File: config.mk
export PLATFORM = sky130hd
export DESIGN_NAME = register_file
export DESIGN_NICKNAME = d
export VERILOG_FILES = /design/src/rtl/register_file_pkg.sv /design/src/rtl/register_file_cell.sv /design/src/rtl/register_file.sv
export SDC_FILE = /design/constraint.sdc
export NUM_CORES = 1
export LEC_CHECK = 0
export CAP_MARGIN = 20
export CORE_MARGIN = 2
export CORE_UTILIZATION = 53
export CTS_CLUSTER_DIAMETER = 50
export DETAILED_ROUTE_END_ITERATION = 8
export HOLD_SLACK_MARGIN = 0.06
export PLACE_DENSITY = 0.8
export SLEW_MARGIN = 20
export SYNTH_ARGS = -nofsm -noshare
export SYNTH_HDL_FRONTEND = slang
export SYNTH_SLANG_ARGS = --single-unit
File: constraint.sdc
create_clock -name clk -period 2.27 [get_ports clk]
set_clock_uncertainty 0.05 [all_clocks]
set_input_delay 0.454 -clock clk [delete_from_list [all_inputs] [get_ports clk]]
set_output_delay 0.454 -clock clk [all_outputs]
set_load 0.05 [all_outputs]
File: src/rtl/register_file_pkg.sv
// Purpose: shared defaults and index/data types for the datapath register file.
// Latency: n/a (types and constants only).
// Backpressure: n/a.
package register_file_pkg;

   localparam int DATA_WIDTH  = 16;
   localparam int INDEX_WIDTH = 2;
   localparam int NUM_REGS    = 1 << INDEX_WIDTH;

   typedef logic [INDEX_WIDTH-1:0] reg_index_t;
   typedef logic [DATA_WIDTH-1:0]  reg_data_t;

endpackage

File: src/rtl/register_file_cell.sv
// Purpose: one storage word of the register file, with sync clear and load enable.
// Latency: loads i_d at the rising edge when i_en is high; o_q reflects it after that edge.
// Backpressure: none; a load is always accepted.
module register_cell #(
   parameter int WIDTH = register_file_pkg::DATA_WIDTH
) (
   input  logic             clk,
   input  logic             reset,
   input  logic             i_en,
   input  logic [WIDTH-1:0] i_d,
   output logic [WIDTH-1:0] o_q
);

   logic [WIDTH-1:0] r_q;

   // Clear wins over load so a write coincident with reset is dropped.
   always_ff @(posedge clk) begin
      if (reset) begin
         r_q <= '0;
      end else if (i_en) begin
         r_q <= i_d;
      end
   end

   assign o_q = r_q;

endmodule

File: src/rtl/register_file.sv
// Purpose: 2^INDEX_WIDTH x DATA_WIDTH register file, two combinational read ports, one write port.
// Latency: reads are zero-cycle; a write is visible on the read ports one edge later (no bypass).
// Backpressure: none; every write with write_enable high is committed unless reset is asserted.
module register_file
   import register_file_pkg::*;
#(
   parameter int DATA_WIDTH  = register_file_pkg::DATA_WIDTH,
   parameter int INDEX_WIDTH = register_file_pkg::INDEX_WIDTH
) (
   input  logic                   clk,
   input  logic                   reset,
   input  logic [INDEX_WIDTH-1:0] read_index_a,
   output logic [DATA_WIDTH-1:0]  read_data_a,
   input  logic [INDEX_WIDTH-1:0] read_index_b,
   output logic [DATA_WIDTH-1:0]  read_data_b,
   input  logic [INDEX_WIDTH-1:0] write_index,
   input  logic [DATA_WIDTH-1:0]  write_data,
   input  logic                   write_enable
);

   localparam int LP_NUM_REGS = 1 << INDEX_WIDTH;

   logic [LP_NUM_REGS-1:0] w_write_sel;
   logic [DATA_WIDTH-1:0]  w_cell_q [LP_NUM_REGS];

   // One-hot write decoder; all-zero when no write is requested.
   always_comb begin
      w_write_sel = '0;
      if (write_enable) begin
         w_write_sel[write_index] = 1'b1;
      end
   end

   genvar g;
   generate
      for (g = 0; g < LP_NUM_REGS; g++) begin : g_cell
         register_cell #(
            .WIDTH (DATA_WIDTH)
         ) u_cell (
            .clk   (clk),
            .reset (reset),
            .i_en  (w_write_sel[g]),
            .i_d   (write_data),
            .o_q   (w_cell_q[g])
         );
      end
   endgenerate

   // Read muxes take the registered value directly, so a same-index write shows only after the edge.
   assign read_data_a = w_cell_q[read_index_a];
   assign read_data_b = w_cell_q[read_index_b];

endmodule

==> impl_metrics.env <==
export IMPL_antenna_found_initial=0
export IMPL_hold_depth=2
export IMPL_synthCells=268
export IMPL_vias=2268
export IMPL_peakVddDrop_v=0.0003955
export IMPL_crit_arrival_ns=1.66
export IMPL_met2_usage=0.3636
export IMPL_grtUsageMet3=0.05865
export IMPL_first_pass_iters=4
export IMPL_reg2reg_to="g_cell[0].u_cell.o_q[14]"
export IMPL_reg2reg_from="g_cell[0].u_cell.o_q[14]"
export IMPL_die_w_microns=82.92
export IMPL_clockBufferDepth=2
export IMPL_cts_setup_buffers=0
export IMPL_hp_class="reg2reg"
export IMPL_ys_warn_count=0
export IMPL_min_from="g_cell[0].u_cell.o_q[15]"
export IMPL_cts_tree="yes"
export IMPL_synth_cell_types=12
export IMPL_cp_start_kind="input port"
export IMPL_drive_above_1_share=0.2883
export IMPL_max_freq_mhz=462.8
export IMPL_period_minus_slack_ns=2.161
export IMPL_worst_setup_path_end_kind="output pin"
export IMPL_insertion_delay_ns=0.34
export IMPL_pwr_share_seq=0.455
export IMPL_grtUsageMet1=0.2833
export IMPL_tightest_slew_ns=0.3848
export IMPL_cts_sinks=64
export IMPL_p_sw_frac=0.2588
export IMPL_yosys_area_top_type="dfxtp_1"
export IMPL_drv_slew=0
export IMPL_min_delay_worst_endpoint="g_cell[0].u_cell.o_q[15]"
export IMPL_die_h_microns=82.92
export IMPL_r2r_slack_ns=1.57
export IMPL_vias_per_cell=5.559
export IMPL_grt_pass1_wl_microns=11970
export IMPL_syn_to_final_growth_pct=26.23
export IMPL_cts_root_buf="clkbuf_8"
export IMPL_status="finished, final reports clean"
export IMPL_switchingPower_uw=677.0
export IMPL_cellPowerDensity_nw_per_um2=628.0
export IMPL_postSynthAreaPerCell_sq_um=12.32
export IMPL_synth_area_leaders="dfxtp_1 39%, mux4_2 22%, mux2i_1 19%"
export IMPL_ant_nets=0
export IMPL_place_congestion=0.7695
export IMPL_finalHoldViolCount=0
export IMPL_finalSetupViolations=0
export IMPL_r2r_worst_path_cells=2
export IMPL_synth_common_cells="80 x nand2b_1, 64 x dfxtp_1, 64 x mux2i_1, 32 x mux4_2, 10 x clkbuf_1"
export IMPL_maxCapViolCount=0
export IMPL_period_share=0.9518
export IMPL_p_clk_frac=0.377
export IMPL_grt_ovfl_total=0
export IMPL_async_flop_share=0
export IMPL_wl_microns=7280
export IMPL_slew_headroom=0.7427
export IMPL_rows=28
export IMPL_wire_per_inst_microns=17.84
export IMPL_fin_util=0.6996
export IMPL_start_util=0.5542
export IMPL_drtIter0Drc=127
export IMPL_numPortBuffers=56
export IMPL_synth_flop_cell="dfxtp_1"
export IMPL_synth_ff_latch_count=64
export IMPL_path_max_fanout=6
export IMPL_grt_pass1_vias=2355
export IMPL_syn_nets=293
export IMPL_drc=0
export IMPL_crit_type="in2out"
export IMPL_grt_total_usage=0.2223
export IMPL_largest_register_ffs=64
export IMPL_synth_most_common_cell="nand2b_1"
export IMPL_core_area_sq_um=5956
export IMPL_yosysSeqAreaShare=0.3882
export IMPL_cts_buffers=9
export IMPL_power_internal_uw=1939
export IMPL_diodes=0
export IMPL_combPwrFrac=0.168
export IMPL_total_leakage_power_uw=0.001851
export IMPL_syn_area_sq_um=3301
export IMPL_die_area_sq_um=6875
export IMPL_crit_required_ns=1.77
export IMPL_grt_busiest_layer="met2"
export IMPL_ios=57
export IMPL_grt_max_degree=56
export IMPL_fillers=463
export IMPL_synth_edff_count=0
export IMPL_rsz0062_at_grt="false"
export IMPL_fin_tns_setup_ns=0
export IMPL_dpl_hpwl_microns=4923
export IMPL_htree_levels=3
export IMPL_nNetsFinal=353
export IMPL_clkTransAtPathRegs_ns=0.07
export IMPL_synth_top_area_share=0.3882
[cell usage in the layout, fill, tap and decap left out, drive strengths merged]
cell / n
and3b: 1
buf: 48
bufbuf: 1
bufinv: 1
clkbuf: 14
clkdlybuf4s50: 19
clkinv: 2
dfxtp: 64
dlygate4sd2: 2
dlymetal6s2s: 1
mux2i: 64
mux4: 32
nand2b: 80
nand3: 1
nand3b: 2
or3b: 1
[how the worst max path moves through the flow]
| stage | start | to |
|---|---|---|
| finish | read_index_a[1] | read_data_a[4] |
| global placement | read_index_b[1] | read_data_b[10] |
| detailed placement | read_index_b[1] | read_data_b[9] |
| CTS | read_index_a[0] | read_data_a[15] |
| global route | read_index_a[1] | read_data_a[1] |
| floorplan | read_index_a[1] | read_data_a[10] |
[cell families after synthesis]
group | Yosys count | synth area share
DFF | 64 | 0.3882
buffers and inverters | 23 | 0.03639
and+or+nand+nor | 85 | 0.1630
muxes | 96 | 0.4124
[power groups by stage]
stage	clock network [uW]	logic, uW	registers (uW)
2_1_floorplan	0	294	1210
3_5_place_dp	0	432	1220
6_report	985	440	1190
5_1_grt	1060	464	1200
4_1_cts	1010	442	1190
3_3_place_gp	0	428	1210
[what timing repair did]
item | in CTS | in global routing
endpoints found under the setup margin | 31 | 11
cloned | 1 | 0
resized for setup | 8 | 2
pin swaps | 0 | 0
hold buffers | 0 | 0
[layer usage]
layer  vias to the layer above  part of all wire
met5                         -                 0
met4                         0             0.017
met3                        10             0.041
met2                        54              0.52
met1                      1122              0.42
li1                       1082                 -
[critical path: stages]
cell           delay, ns
dlygate4sd2_1       0.30
buf_6               0.19
mux4_2              0.51
buf_4               0.20
[through the flow]
| step | hold slack [ns] | worst slack (ns) | instance area [sq um] | std cells | power, uW |
|---|---|---|---|---|---|
| after global routing | 0.4618 | 0.06856 | 4167 | 408 | 2716 |
| after floorplan | 0.4052 | 0.1975 | 3301 | 268 | 1500 |
| after detailed placement | 0.4300 | -0.1557 | 3925 | 391 | 1648 |
| after global placement | 0.4192 | -0.1364 | 3925 | 391 | 1641 |
| after CTS | 0.4412 | 0.007228 | 4169 | 408 | 2644 |
| final | 0.4409 | 0.1094 | 4167 | 408 | 2616 |
[area by class of cell]
type | instances | area, sq um | share of cell area
repair buffers | 72 | 693.2 | 0.1664
multi-input cells | 181 | 1899 | 0.4559
clock buffers | 13 | 158.9 | 0.03814
clock inverters | 3 | 40.04 | 0.009610
flip-flops and latches | 64 | 1281 | 0.3075
well taps | 75 | 93.84 | 0.02252
Note: power is estimated with default switching activity, not from simulation.
